## src/rtl/relu_layer_ctrl.sv

```systemverilog
// relu_layer_ctrl: sequences one ReLU layer pass, tracking valid tokens beside the fixed-latency datapath
//   clk, reset_n (async active-low); start/num_vec/abort pass control
//   in_valid/in_ready upstream stream; dp_clk_en shared datapath clock enable
//   out_valid/out_ready/out_addr downstream stream; busy, done status
//   RELU_CTRL_PERF_EN adds stall_cnt/bubble_cnt saturating performance counters
module relu_layer_ctrl #(
  parameter int WIDTH    = 4,
  parameter int PIPE_LAT = 6,
  parameter int CNT_W    = 16
) (
  input  logic             clk,
  input  logic             reset_n,
  input  logic             start,
  input  logic [CNT_W-1:0] num_vec,
  input  logic             abort,
  input  logic             in_valid,
  output logic             in_ready,
  output logic             dp_clk_en,
  output logic             out_valid,
  input  logic             out_ready,
  output logic [CNT_W-1:0] out_addr,
  output logic             busy,
  output logic             done
`ifdef RELU_CTRL_PERF_EN
  ,
  output logic [31:0]      stall_cnt,
  output logic [31:0]      bubble_cnt
`endif
);
  typedef enum logic [1:0] {IDLE, RUN, DRAIN, DONE} state_t;
  state_t state;
  logic [PIPE_LAT-1:0] vld;
  logic [CNT_W-1:0] num, issued, retired;
  logic advance, acc, ret;
  if (WIDTH < 1 || PIPE_LAT < 1 || PIPE_LAT > 32) begin : g_bad_param
    $error("relu_layer_ctrl: illegal WIDTH or PIPE_LAT");
  end
  // a held output freezes every stage, operand register included
  assign out_valid = vld[PIPE_LAT-1];
  assign advance   = ~(out_valid & ~out_ready);
  assign dp_clk_en = advance;
  assign in_ready  = (state == RUN) & advance & (issued != num);
  assign acc       = in_valid & in_ready;
  assign ret       = out_valid & out_ready;
  assign out_addr  = retired;
  assign busy      = state != IDLE;
  assign done      = state == DONE;
  always_ff @(posedge clk or negedge reset_n)
    if (!reset_n) begin
      state   <= IDLE;
      vld     <= '0;
      num     <= '0;
      issued  <= '0;
      retired <= '0;
    end else if (abort) begin
      state   <= IDLE;
      vld     <= '0;
      issued  <= '0;
      retired <= '0;
    end else begin
      if (advance) vld <= PIPE_LAT'({vld, acc});
      if (acc) issued <= issued + 1'b1;
      if (ret) retired <= retired + 1'b1;
      case (state)
        IDLE: if (start) begin
          num     <= num_vec;
          issued  <= '0;
          retired <= '0;
          state   <= (num_vec == '0) ? DONE : RUN;
        end
        RUN:   if (acc && issued + 1'b1 == num) state <= DRAIN;
        DRAIN: if (ret && retired + 1'b1 == num) state <= DONE;
        DONE: begin
          issued  <= '0;
          retired <= '0;
          state   <= IDLE;
        end
      endcase
    end
`ifdef RELU_CTRL_PERF_EN
  always_ff @(posedge clk or negedge reset_n)
    if (!reset_n) begin
      stall_cnt  <= '0;
      bubble_cnt <= '0;
    end else if (state == IDLE && start && !abort) begin
      stall_cnt  <= '0;
      bubble_cnt <= '0;
    end else begin
      if (busy && !advance && !(&stall_cnt)) stall_cnt <= stall_cnt + 1'b1;
      if (state == RUN && advance && issued != num && !in_valid && !(&bubble_cnt))
        bubble_cnt <= bubble_cnt + 1'b1;
    end
`endif
endmodule

```

## config.mk

```make
export PLATFORM = sky130hd
export DESIGN_NAME = relu_layer_ctrl
export DESIGN_NICKNAME = d
export VERILOG_FILES = /design/src/rtl/relu_layer_ctrl.sv
export SDC_FILE = /design/constraint.sdc
export NUM_CORES = 1
export LEC_CHECK = 0
export CAP_MARGIN = 20
export CORE_MARGIN = 5
export CORE_UTILIZATION = 35
export DETAILED_ROUTE_END_ITERATION = 7
export GPL_TIMING_DRIVEN = 0
export MAX_ROUTING_LAYER = met4
export SLEW_MARGIN = 20
export SYNTH_ARGS = -nofsm -noshare
export SYNTH_HDL_FRONTEND = slang
export SYNTH_SLANG_ARGS = --single-unit
```

## constraint.sdc

```tcl
create_clock -name clk -period 3 [get_ports clk]
set_input_delay 0.6 -clock clk [delete_from_list [all_inputs] [get_ports clk]]
set_output_delay 0.6 -clock clk [all_outputs]
set_load 0.01 [all_outputs]
```

# Yosys cells after proc, flatten, opt, wreduce, memory -nomap -nowiden

Index checks and enable logic that the tools add are counted.

Add/sub/neg operators: 2
Eq/ne operators: 10
Multiplexer cells: 16
Bitwise logic cells: 8
Reduce and logical (&&, ||, !) cells: 7

Operators by type and width:

| kind                    | count |
|---|---|
| $mux W16                | 6 |
| $pmux W16 S2            | 2 |
| $add A16 B1 Y16 const B | 2 |
| $eq A16 B16 Y1          | 2 |
| $logic_not A16 Y1       | 1 |
| $ne A16 B16 Y1          | 1 |
| $mux W6                 | 2 |
| $mux W2                 | 5 |
| $pmux W2 S4             | 1 |
| $ne A3 B3 Y1 const B    | 2 |
| $reduce_and A3 Y1       | 2 |
| $and A1 B1 Y1           | 5 |
| $eq A2 B2 Y1 const B    | 2 |
| $ne A3 B2 Y1 const B    | 1 |
| $not A1 Y1              | 3 |
| $eq A2 B1 Y1 const B    | 1 |
| $logic_and A1 B1 Y1     | 2 |
| $logic_not A2 Y1        | 1 |
| $ne A2 B2 Y1 const B    | 1 |
| $reduce_bool A2 Y1      | 1 |

Register bits after elaboration: 56
Word-level logic and storage cells: 48

# Longest topological paths before layout

Gate-level depths: netlist (run 1).

Depth in word-level cells: 10
Depth in mapped cells: 10
Gate-level depth less buffers: 9

# Worst setup path before layout (run 1)

OpenSTA, ideal clock, no wires.

Kind: register to register
Start point: register retired[0] (netlist: out_addr[0])
End point: register state[0]
Arrival time: 2.461 ns
Data required time: 2.874 ns
Slack: 0.412 ns
Cell stages (with the launch flop): 9
Path buffers: 0
Clock period less this slack: 2.588 ns
Cells stage by stage: dfrtp_1 -> ha_1 -> xor2_1 -> nor4_1 -> nand3_1 -> or4_1 -> o41ai_2 -> and2_2 -> o21ai_0

Cells in the longest elaborated chain, start to end: 5

Ends and longest elaborated chain:

| what                        | line | source |
|---|---|---|
| start, declared             | 33   | `logic [CNT_W-1:0] num, issued, retired;` |
| start signal, assigned      | 63   | `if (ret) retired <= retired + 1'b1;` |
| $add A16 B1 Y16             | 72   | `DRAIN: if (ret && retired + 1'b1 == num) state <= DONE;` |
| $eq A16 B16 Y1              | 72   |  |
| $logic_and A1 B1 Y1         | 72   |  |
| $ne A3 B3 Y1 (no line)      | --   |  |
| $reduce_and A3 Y1 (no line) | --   |  |
| end signal, assigned        | 69   | `state <= (num_vec == '0) ? DONE : RUN;` |
| end, declared               | 31   | `state_t state;` |

No other way between the ends.
A chain may end at the register's enable or synchronous reset.

# Worst setup path in the final report (run 1)

Start point: register num[3]
End point: output in_ready

Cells in the longest elaborated chain, start to end: 2

Ends and longest elaborated chain:

| what                   | line | source |
|---|---|---|
| start, declared        | 33   |  |
| start signal, assigned | 66   | `num <= num_vec;` |
| $ne A16 B16 Y1         | 42   | `assign in_ready = (state == RUN) & advance & (issued != num);` |
| $and A1 B1 Y1          | 42   |  |
| end, declared          | 17   | `output logic in_ready,` |

No other way between the ends.

==> metrics list, run 1 <==
* Result of the run: finished clean
* Relative max-transition margin: 48.3%
* Area enclosed by the die boundary: about 13000 um2
- For this configuration, the core starts out at a cell density of ~36%.
* Stage delay of the slowest cell on the critical path: 0.49 ns
- Placer's final routability congestion estimate: 0.882
* Mapped Nets: 432
- Counting cells, the worst reg-to-reg path comes to 9.
- The cell family contributing the most delay on the critical path is simple AND/OR/NAND/NOR gates.
- The final layout contains 480 nets.
- Multi-input logic area: 2170 um2
* Port Buf Inserts: 42
* Fin crit period: 2.86 ns
- Final setup violation count: 0
- Achievable Freq: 350 MHz
* Fraction of final layout cells sized beyond drive strength 1: between 10% and 20%
* Max Buffers Root-to-Sink: 2
* Endpoint kind of the worst setup timing path: primary output
* Async SR Flop Fraction: 100%
- Detailed routing inserted a total of slightly above 3000 vias.
- In this run the count of I/O pins placed on the die edge is 43.
- Reg-to-reg critical path endpoint: state[1]
* Number of clock sinks: 56
- Across the VDD grid, the largest voltage drop is 0.000318 V.
* Total area of sequential cells: 1400 um2
- Synthesis inferred 56 register bits.
- In this run the horizontal extent of the chip is 112 um.
- TritonCTS built the clock tree.
* DRC violation count after routing: 0
- Vias per inst: 5.26
* Setup Crit Path Kind: flip-flop to primary output
- Clock-pin slew was measured on the worst setup and hold paths at 0.10 ns.
- Num CTS Buffers: 5
- Power per Cell Area: 562 nW/um2
* Setup slack on the worst flop-to-flop path: 0.18 ns
- Area of the mapped netlist: between 3000 and 4000 um2
- Number of nets with antenna violations after detailed routing: 0
* First-pass GRT wire length: 15900 um
- Before antenna repair, the detailed router went through 4 iterations.
- Final worst clock skew: approximately 0.011 ns
- Kind of path behind the tightest hold check: input pin to async pin
* Post-route worst hold slack: 0.344 ns
* Number of antenna cells inserted: 0
* Antenna violations before repair: 0
- Clock Latency Late Sink: 0.32 ns
- For this design, the slowest cell found on the critical path is sky130_fd_sc_hd__dfrtp_1.
* Half-perimeter wire length after detailed placement: 7090 um
- Across the run, the number of max-cap violations was 0.
* Number of distinct library cell variants in the gate-level netlist after synthesis: 53
- Sequential area share after synthesis: 38.3%
* Required time of the worst setup path: between 2 and 2.5 ns
- The cell count after synthesis came out at 404.
* Final max-slew violation count: 0
* Routed wirelength normalized by instance count: 16.2 um
* Number of DRC markers after the initial detailed-route iteration: between 100 and 150
* Clock H-tree levels: 2
- Height of the die: 112 um
* Number of hold violations in the final report: 0
- Cell area after placement: approximately 4200 um2
* Final Cell Area: between 4000 and 5000 um2
- Unrepaired setup endpoints after global routing: no
* Floorplan row count: 37
* Lkg Pwr: 0.00161 uW
- In this run, synthesis inferred 0 flip-flops with an integrated enable.
- Synthesized area per cell: 9.05 um2
* Crit path arrival time: 2.26 ns
* Largest net degree at the start of global routing: 57
- Measured slew at the worst slew-check pin: approximately 0.77 ns
- Crit path launch type: flip-flop
- In this run the worst path has a maximum fanout of 6.
- Part of the cycle the worst path needs: a little over nine tenths
- The startpoint identified for the worst register-to-register timing path is issued[4].
* Critical path buffers and inverters: 1
* Clock tree root driver cell: sky130_fd_sc_hd__clkbuf_8
* Total of warnings raised by yosys: 0
- After filler insertion, the fill cell instance count of the layout stands at ~1100.
- After global routing the overflow that remains totals 0.
- The region available for standard cell placement spans ~10000 um2.
- For this run, the leading register cell type out of synthesis is sky130_fd_sc_hd__dfrtp_1.
- GRT Resource Usage Total: 15.9%
- Via count of the first global-routing pass: about 3100
- Final wirelength: 9550 um
- Cells traversed along the worst timing path: xor2_1 -> nor4_1 -> nand4_1 -> or2_2 -> and3_1 -> dlygate4sd2_1
- Layout Area Growth over Synthesis: 19.4%
- The design draws 2450 uW.
-- final cells by class --
class,instances,area share [%]
Multi-Input combinational cell,319,49.7
Sequential cell,56,32.1
Timing Repair Buffer,42,9.55
Tap cell,136,3.90
Buffer,22,2.41
Clock buffer,6,1.66
Inverter,6,0.516
Clock inverter,1,0.115
-- how the worst max path moves through the flow --
stage,start,slack (ns),to,depth (start not counted)
finish,num[3],0.14,in_ready,6
global route,out_addr[5],0.005,state[1],9
CTS,out_addr[0],0.002,state[0],9
detailed placement,out_ready,-0.45,issued[5],10
global placement,reset_n,-0.44,out_addr[0],1
floorplan,out_addr[0],0.41,state[0],8
-- synthesized netlist by cell type, types with 2 or more instances --
cell type                  instances  area, um2
sky130_fd_sc_hd__dfrtp_1          56       1400
sky130_fd_sc_hd__nor2_1           52        195
sky130_fd_sc_hd__xnor2_1          41        359
sky130_fd_sc_hd__xor2_1           32        280
sky130_fd_sc_hd__nand2_1          28        105
sky130_fd_sc_hd__nand3_1          23        115
sky130_fd_sc_hd__a21oi_1          18       90.1
sky130_fd_sc_hd__mux2_2           17        191
sky130_fd_sc_hd__clkbuf_1         16       60.1
sky130_fd_sc_hd__nor4_1           11       68.8
sky130_fd_sc_hd__nand4_1          10       62.6
sky130_fd_sc_hd__nor3_1           10       50.1
sky130_fd_sc_hd__o21ai_0           9       45.0
sky130_fd_sc_hd__and3_1            7       43.8
sky130_fd_sc_hd__ha_1              6       75.1
sky130_fd_sc_hd__inv_1             6       22.5
sky130_fd_sc_hd__nor2b_1           6       37.5
sky130_fd_sc_hd__nor4b_1           4       35.0
sky130_fd_sc_hd__buf_2             3       15.0
sky130_fd_sc_hd__mux2i_1           3       30.0
sky130_fd_sc_hd__nand2b_1          3       18.8
sky130_fd_sc_hd__or3_1             3       18.8
sky130_fd_sc_hd__or4_1             3       22.5
sky130_fd_sc_hd__a211o_1           2       17.5
sky130_fd_sc_hd__and2_1            2       12.5
sky130_fd_sc_hd__buf_4             2       15.0
sky130_fd_sc_hd__nor3b_1           2       15.0
sky130_fd_sc_hd__o211ai_1          2       15.0
sky130_fd_sc_hd__o21bai_1          2       15.0
sky130_fd_sc_hd__or2_1             2       12.5
-- report_power, final --
group	total, uW	switching [uW]	internal, uW
Clock	410	250	160
Combinational	960	491	469
Sequential	1080	207	878
-- state kept, by name (all words and copies together), names as in the netlist --
register / cells
issued: 16
num: 16
out_addr: 16
vld: 6
state: 2
-- cell usage in the layout, fill, tap and decap left out, types with 5 or more instances in the layout --
master / netlist / routed
sky130_fd_sc_hd__dfrtp_1: 56 / 55
sky130_fd_sc_hd__a21oi_1: 18 / 18
sky130_fd_sc_hd__xor2_1: 32 / 32
sky130_fd_sc_hd__clkdlybuf4s50_1: 0 / 40
sky130_fd_sc_hd__nor4_1: 11 / 8
sky130_fd_sc_hd__nor2_1: 52 / 52
sky130_fd_sc_hd__inv_1: 6 / 6
sky130_fd_sc_hd__nand4_1: 10 / 10
sky130_fd_sc_hd__ha_1: 6 / 5
sky130_fd_sc_hd__clkbuf_8: 0 / 5
sky130_fd_sc_hd__nand2_1: 28 / 28
sky130_fd_sc_hd__nor2b_1: 6 / 5
sky130_fd_sc_hd__clkbuf_1: 16 / 13
sky130_fd_sc_hd__nor3_1: 10 / 10
sky130_fd_sc_hd__xnor2_1: 41 / 41
sky130_fd_sc_hd__mux2_2: 17 / 17
sky130_fd_sc_hd__and3_1: 7 / 7
sky130_fd_sc_hd__o21ai_0: 9 / 9
sky130_fd_sc_hd__nand3_1: 23 / 23
-- worst register-to-register path, cell delays in order (launching register included) --
cell and delay [ns]:
sky130_fd_sc_hd__dfrtp_1 0.33, sky130_fd_sc_hd__buf_2 0.20, sky130_fd_sc_hd__nand4_1 0.21, sky130_fd_sc_hd__or4_1 0.60, sky130_fd_sc_hd__nor4b_1 0.34, sky130_fd_sc_hd__a311oi_1 0.15, sky130_fd_sc_hd__a211oi_1 0.39, sky130_fd_sc_hd__a31o_2 0.24
sky130_fd_sc_hd__a21oi_1 0.08, sky130_fd_sc_hd__a211oi_2 0.21
-- layer usage --
metal	share of wire, %	track usage [%]	up-vias
met1	50	23.0	1510
met2	44	23.0	81
li1	-	-	1495
met3	5.4	3.13	9
met5	0	-	-
met4	1.1	3.85	0
-- metrics by stage --
stage | setup TNS, ns | std cells | utilization (%) | worst slack, ns
detailed placement | -4.02 | 582 | 41.3 | -0.449
CTS | 0 | 588 | 42.1 | 0.00208
global route | 0 | 588 | 42.5 | 0.00536
global placement | -28.37 | 582 | 41.3 | -0.440
floorplan | 0 | 404 | - | 0.412
finish | 0 | 588 | 42.5 | 0.144
-- kinds of logic after synthesis --
family / synth area share [%]
and+or+nand+nor: 23.9
xor gates and xnor gates: 17.9
DFF: 38.3
AOI/OAI and AO/OA: 8.25
buffers and inverters: 3.49
muxes: 6.06
adders and majority gates: 2.05
-- timing repair --
action / in CTS / in global routing
cloned: 0 / 0
setup endpoints to repair: 6 / 3
resized for setup: 6 / 7
hold buffers: 0 / 0
pin swaps: 1 / 2
buffers inserted: 0 / 0
(Power assumes the default switching activity.)
==> run 2, diff against run 1 <==
--- a/config.mk
+++ b/config.mk
@@ -5,12 +5,12 @@
 export SDC_FILE = /design/constraint.sdc
 export NUM_CORES = 1
 export LEC_CHECK = 0
-export CAP_MARGIN = 20
-export CORE_MARGIN = 5
-export CORE_UTILIZATION = 35
+export CORE_MARGIN = 2
+export CORE_UTILIZATION = 57
 export DETAILED_ROUTE_END_ITERATION = 7
 export GPL_TIMING_DRIVEN = 0
 export MAX_ROUTING_LAYER = met4
+export PLACE_DENSITY = 0.81
 export SLEW_MARGIN = 20
 export SYNTH_ARGS = -nofsm -noshare
 export SYNTH_HDL_FRONTEND = slang
==> metrics list, run 2 (synthesized netlist as in run 1, its figures left out) <==
- Setup ws final: 0.164 ns (was 0.144 ns)
- Number of antenna cells inserted: 0 (unchanged)
* Maximum vdd ir drop: 0.000373 V (was 0.000318 V)
- Unrepaired setup endpoints after global routing: no (unchanged)
- The maximum number of pins on one net before global-route repair came to 57 (unchanged).
* IO Pins: 43 (unchanged)
- The design area came to 4310 um2 (was 4360 um2).
- Num CTS Buffers: 5 (unchanged)
* Clock H-tree levels: 2 (unchanged)
- GRT Resource Usage Total: 26.5% (was 15.9%)
* Clock transition at the registers of the reported paths: 0.11 ns (was 0.10 ns)
- Port Buf Inserts: 42 (unchanged)
* Result of the run: finished clean (unchanged)
- Cell family with the largest share of critical-path delay: simple AND/OR/NAND/NOR gates (unchanged)
- Via count of the first global-routing pass: 2975 (was 3057)
* Stage delay of the slowest cell on the critical path: 0.36 ns (was 0.49 ns)
- The row count is 29 (was 37).
- Final non-filler cell total: 528 (was 588)
- The number of placed instances with taps included is 523 (was 582).
- Layout Area Growth over Synthesis: 18.0% (was 19.4%)
* Endpoint kind of the worst setup timing path: primary output (unchanged)
* Routed wirelength normalized by instance count: 16.5 um (was 16.2 um)
- Cells traversed along the worst timing path: buf_2 -> xor2_1 -> nor4b_2 -> nand4_1 -> or2_2 -> and3_1 -> dlygate4sd2_1 (was xor2_1 -> nor4_1 -> nand4_1 -> or2_2 -> and3_1 -> dlygate4sd2_1).
- The worst slack at placement was -0.375 ns (was -0.449 ns).
- Fraction of final layout cells sized beyond drive strength 1: 10.4% (was 10.8%)
* Final max-slew violation count: 0 (unchanged)
- Max Buffers Root-to-Sink: 2 (unchanged)
- The initial antenna violation count was 0 (unchanged).
- Number of DRC markers after the initial detailed-route iteration: 223 (was 141)
- Lkg Pwr: 0.00161 uW (about the same)
* Fraction of power spent switching nets: 36.9% (was 38.6%)
- Measured slew at the worst slew-check pin: 0.713 ns (was 0.768 ns)
- Half-perimeter wire length after detailed placement: 6450 um (was 7090 um)
- The category of the worst setup path launch point is a flip-flop (unchanged).
- Effective utilization at floorplan: 58.2% (was 35.6%)
* Router iterations before antenna repair: 5 (was 4)
* Clock tree root driver cell: sky130_fd_sc_hd__clkbuf_8 (unchanged)
- The full die area is 7070 um2 (was 12600 um2).
- The required time of the worst setup path came to 2.40 ns (about the same).
- Relative max-transition margin: 52.5% (was 48.3%)
- The number of remaining DRC errors came to 0 (unchanged).
- The library cell contributing the largest single delay on the critical path is sky130_fd_sc_hd__dfrtp_1 (unchanged).
- Vias per inst: 5.89 (was 5.26)
- Number of hold violations in the final report: 0 (unchanged)
- The number of buffers inserted to repair setup after CTS was 0 (unchanged).
* Achievable Freq: 353 MHz (was 350 MHz)
- The source-to-sink clock delay at the later pin of the worst-skew pair was 0.32 ns (about the same).
- First-pass GRT wire length: 14700 um (was 15900 um)
- TritonCTS clock tree: done (unchanged)
- Fin crit period: 2.84 ns (was 2.86 ns)
- The worst clock skew came to 0.0123 ns (was 0.0108 ns).
- Critical path fanouts, max: 8 (was 6)
- The vias after detailed routing came to 3109 (was 3095).
- Most used cells in the layout excluding fill and tap cells: 55 x sky130_fd_sc_hd__dfrtp_1, 52 x sky130_fd_sc_hd__nor2_1, 41 x sky130_fd_sc_hd__xnor2_1 (unchanged)
- The final-report setup violation count was 0 (unchanged).
- Number of maximum-capacitance constraint violations: 0 (unchanged)
* Power dissipated by switching net loads: 934 uW (was 948 uW)
- Kind of path behind the tightest hold check: input pin to async pin (unchanged)
- Core Area: 6280 um2 (was 10300 um2)
- Power per Cell Area: 588 nW/um2 (was 562 nW/um2)
- Cell area after placement: 4170 um2 (was 4240 um2)
- The leading cell type in the layout, fill and taps excluded is sky130_fd_sc_hd__dfrtp_1 (unchanged).
- Part of the cycle the worst path needs: 94.5% (was 95.2%)
- Post-route worst hold slack: 0.308 ns (was 0.344 ns)
- The count of buffer and inverter cells on the critical path is 2 (was 1).
- Height of the die: 84.1 um (was 112 um)
- The leftover overflow at the end of global routing was 0 (unchanged).
- Crit path arrival time: 2.24 ns (was 2.26 ns)
- The final net count came to 478 (was 480).
* Relative contribution of combinational cells to total power: 37.6% (was 39.1%)
* Aggregate negative setup slack: 0 ns (unchanged)
- The critical path class is flip-flop to primary output (unchanged).
- Clock share of power: 20.3% (was 16.7%)
* Placer's final routability congestion estimate: 0.887 (was 0.882)
* Horizontal die dimension: 84.1 um (was 112 um)
* Cell-internal power: 1600 uW (was 1510 uW)
- Final wirelength: 8720 um (was 9550 um)
- Number of fill cells: 516 (was 1054)
- Number of clock sinks: 56 (unchanged)
- The share of total power in sequential cells was 42.1% (was 44.2%).
- The number of nets still failing antenna checks after routing was 0 (unchanged).
-- run 2: layout make-up --
type | count | area [um2] | share of cell area [%]
buffer | 20 | 95.1 | 2.21
clock buffer | 6 | 72.6 | 1.68
clock inverter | 2 | 38.8 | 0.900
inverter | 6 | 22.5 | 0.522
multi-input combinational | 319 | 2170 | 50.3
sequential | 56 | 1400 | 32.5
tap | 77 | 96.3 | 2.23
timing repair buffer | 42 | 417 | 9.66
-- run 2: power by group through the flow --
stage          registers, uW  clock network (uW)  logic (uW)
5_1_grt                 1080                 557        1050
3_5_place_dp            1060                   0         942
3_3_place_gp            1060                   0         916
4_1_cts                 1070                 524         939
2_1_floorplan           1010                   0         720
6_report                1070                 514         952
-- run 2: worst reg2reg max path, cell delays in order (launching register included) --
cell and delay (ns):
sky130_fd_sc_hd__dfrtp_1 0.43, sky130_fd_sc_hd__ha_2 0.26, sky130_fd_sc_hd__nand4_1 0.24, sky130_fd_sc_hd__or2_1 0.36
sky130_fd_sc_hd__nor2_1 0.14, sky130_fd_sc_hd__xnor2_1 0.11, sky130_fd_sc_hd__or4_1 0.47, sky130_fd_sc_hd__o41ai_4 0.34
sky130_fd_sc_hd__and2_2 0.24, sky130_fd_sc_hd__o21ai_0 0.08
-- run 2: final timing paths --
path                             start     endpoint  slack (ns)  cells after the start
max                          issued[4]     in_ready        0.16                      7
min                            reset_n  out_addr[2]        0.31                      1
max reg2reg                out_addr[1]     state[0]        0.21                      9
min reg2reg                     vld[3]       vld[3]        0.53                      2
max in group asynchronous      reset_n    issued[0]        2.19                      1
min in group clk                vld[3]       vld[3]        0.53                      2
-- run 2: layer usage --
layer  wire (um)  GRT usage, %
met5           0             -
met4         104          5.72
met3         503          3.96
met2        3970          39.6
met1        4140          38.4
-- run 2: repair_timing --
item,CTS,global route
resized for setup,3,7
endpoints found under the setup margin,6,8
hold buffers,0,0
pin swaps,2,2
-- run 2: through the flow --
step / util, % / total power [uW]
after floorplan: - / 1730
after global placement: 66.5 / 1980
after detailed placement: 66.4 / 2000
after CTS: 68.2 / 2530
after global routing: 68.7 / 2690
final: 68.7 / 2530
==> run 3, diff against run 2 <==
--- a/config.mk
+++ b/config.mk
@@ -6,11 +6,11 @@
 export NUM_CORES = 1
 export LEC_CHECK = 0
 export CORE_MARGIN = 2
-export CORE_UTILIZATION = 57
+export CORE_UTILIZATION = 55
 export DETAILED_ROUTE_END_ITERATION = 7
 export GPL_TIMING_DRIVEN = 0
 export MAX_ROUTING_LAYER = met4
-export PLACE_DENSITY = 0.81
+export PLACE_DENSITY = 0.79
 export SLEW_MARGIN = 20
 export SYNTH_ARGS = -nofsm -noshare
 export SYNTH_HDL_FRONTEND = slang
==> metrics list, run 3 (synthesized netlist as in run 1, its figures left out) <==
* Number of nets with antenna violations after detailed routing: 0 (unchanged)
* Measured slew at the worst slew-check pin: 0.706 ns (was 0.713 ns)
* Achievable Freq: 351 MHz (was 353 MHz)
* Layout Area Growth over Synthesis: 17.7% (was 18.0%)
- The maximum buffer depth of the clock tree came to 2 (unchanged).
* Maximum vdd ir drop: 0.000426 V (was 0.000373 V)
- Most common library cell in the layout ignoring fill and taps: sky130_fd_sc_hd__dfrtp_1 (unchanged)
- Relative max-transition margin: 53.0% (was 52.5%)
- Floorplan row count: 29 (unchanged)
- Most used cells in the layout excluding fill and tap cells: 54 x sky130_fd_sc_hd__dfrtp_1, 52 x sky130_fd_sc_hd__nor2_1, 40 x sky130_fd_sc_hd__xnor2_1, 40 x sky130_fd_sc_hd__clkdlybuf4s50_1, 32 x sky130_fd_sc_hd__xor2_1 (was 55 x sky130_fd_sc_hd__dfrtp_1, 52 x sky130_fd_sc_hd__nor2_1, 41 x sky130_fd_sc_hd__xnor2_1)
- Routed wirelength normalized by instance count: 16.5 um (about the same)
- Number of antenna cells inserted: 0 (unchanged)
- The cell chosen for the clock root is sky130_fd_sc_hd__clkbuf_8 (unchanged).
* Via total after detailed routing: 3108 (was 3109)
* Part of the cycle the worst path needs: 95.0% (was 94.5%)
* Clock H-tree levels: 2 (unchanged)
- The count of input and output buffers was 42 (unchanged).
* Half-perimeter wire length after detailed placement: 6600 um (was 6450 um)
* Area enclosed by the die boundary: 7310 um2 (was 7070 um2)
- Unrepaired setup endpoints after global routing: no (unchanged).
- Crit path launch type: flip-flop (unchanged)
- The worst hold margin came to 0.315 ns (was 0.308 ns).
- Result of the run: finished clean (unchanged).
- Standard cell with the maximum stage delay on the critical path: sky130_fd_sc_hd__dfrtp_1 (unchanged)
* Kind of path behind the tightest hold check: input pin to async pin (unchanged)
- TritonCTS clock tree: done (unchanged)
- The highest fanout seen on the critical path came to 8 (unchanged).
- Cell area after placement: 4170 um2 (unchanged)
- The final-report setup violation count came to 0 (unchanged).
- The number of detailed-route iterations in the first pass came to 4 (was 5).
* Lkg Pwr: 0.00161 uW (about the same)
- The number of buffers created by CTS was 5 (unchanged).
- The global-route wire length before repair is 14500 um (was 14700 um).
* Number of clock sinks: 56 (unchanged)
- Endpoint kind of the worst setup timing path: primary output (unchanged)
- The maximum number of pins on one net before global-route repair came to 57 (unchanged).
- The aggregate negative setup slack is 0 ns (unchanged).
- Placer's final routability congestion estimate: 0.902 (was 0.887)
- Fraction of final layout cells sized beyond drive strength 1: 10.6% (was 10.4%)
- Setup Crit Path Kind: flip-flop to primary output (unchanged)
- The wire length after detailed routing was 8730 um (was 8720 um).
- Clock transition at the registers of the reported paths: 0.11 ns (about the same)
* Final worst clock skew: 0.0105 ns (was 0.0123 ns)
- Required time of the worst setup path: 2.40 ns (about the same)
* Final Cell Area: 4300 um2 (was 4310 um2)
- Antenna violations before repair: 0 (unchanged)
- The initial standard-cell utilization of the core is 57.2% (was 58.2%).
* DRC violation count after routing: 0 (unchanged)
* Via count of the first global-routing pass: 2974 (was 2975)
* Cells traversed along the worst timing path: buf_2 -> xor2_1 -> nor4b_1 -> nand4_1 -> or2_2 -> and3_1 -> dlygate4sd2_1 (was buf_2 -> xor2_1 -> nor4b_2 -> nand4_1 -> or2_2 -> and3_1 -> dlygate4sd2_1)
- The core outline area is 6390 um2 (was 6280 um2).
- Crit path arrival time: 2.25 ns (was 2.24 ns)
- The overall die width is 85.5 um (was 84.1 um).
- Number of hold violations in the final report: 0 (unchanged)
* Number of fill cells: 520 (was 516)
- The overall global routing resource usage was 25.7% (was 26.5%).
- Vias per inst: 5.86 (was 5.89)
- Height of the die: 85.5 um (was 84.1 um)
- Setup slack on the worst flop-to-flop path: 0.21 ns (about the same)
- The count of pins over their slew limit came to 0 (unchanged).
- The source-to-sink clock delay at the later pin of the worst-skew pair came to 0.32 ns (about the same).
* IO Pins: 43 (unchanged)
* Number of DRC markers after the initial detailed-route iteration: 226 (was 223)
- The final period demand of the worst path is 2.85 ns (was 2.84 ns).
- The leftover overflow at the end of global routing came to 0 (unchanged).
* Power per Cell Area: 569 nW/um2 (was 588 nW/um2)
* Number of maximum-capacitance constraint violations: 0 (unchanged)
- Stage delay of the slowest cell on the critical path: 0.37 ns (was 0.36 ns)
- Path depth of the worst reg2reg path: 9 (unchanged)
- The final net count came to 480 (was 478).
[run 3: critical path: cells and delay by family (launching register included)]
family,cells,cell delay [ns]
flops,1,0.37
buf+inv,2,0.46
xor+xnor,1,0.18
simple gates,4,0.92
[run 3: worst paths after layout]
kind	startpoint	end
setup / recovery	issued[4]	in_ready
hold / removal	reset_n	out_addr[1]
setup reg to reg	out_addr[5]	state[0]
hold reg to reg	vld[2]	vld[2]
max in group asynchronous	reset_n	num[3]
min in group clk	vld[2]	vld[2]
[run 3: report_power, final]
group	internal (uW)	switching [uW]
clock network	167	259
registers	879	189
logic	471	482
total	1520	931
[run 3: layout make-up]
class | count | area (um2) | area share, %
plain buffers | 21 | 98.8 | 2.30
clock buffers | 6 | 72.6 | 1.69
clock inverters | 2 | 16.3 | 0.378
inverters | 6 | 22.5 | 0.524
multi-input cells | 319 | 2170 | 50.4
flip-flops and latches | 56 | 1400 | 32.6
well taps | 77 | 96.3 | 2.24
repair buffers | 43 | 424 | 9.86
[run 3: repair_timing]
| item | CTS | global route |
|---|---|---|
| endpoints found under the hold margin | 0 | 0 |
| endpoints found under the setup margin | 7 | 8 |
| gates resized for setup | 4 | 7 |
| buffers inserted | 0 | 1 |
| pin swaps | 2 | 2 |
| hold buffers | 0 | 0 |
| cloned | 0 | 0 |
[run 3: per-stage QoR]
step	std cells	setup slack [ns]	power (uW)	util, %
after floorplan	404	0.412	1730	-
after global placement	523	-0.339	1980	65.3
after detailed placement	523	-0.388	2010	65.3
after CTS	529	0.0229	2430	66.7
after global routing	530	0.0107	2590	67.3
final	530	0.151	2450	67.3
[run 3: metal layers]
metal / track usage (%) / wire (um) / vias to the layer above
met3: 3.46 / 452 / 7
met2: 41.1 / 4180 / 85
li1: - / - / 1496
met1: 35.4 / 4020 / 1520
met5: - / 0 / -
met4: 5.05 / 77 / 0
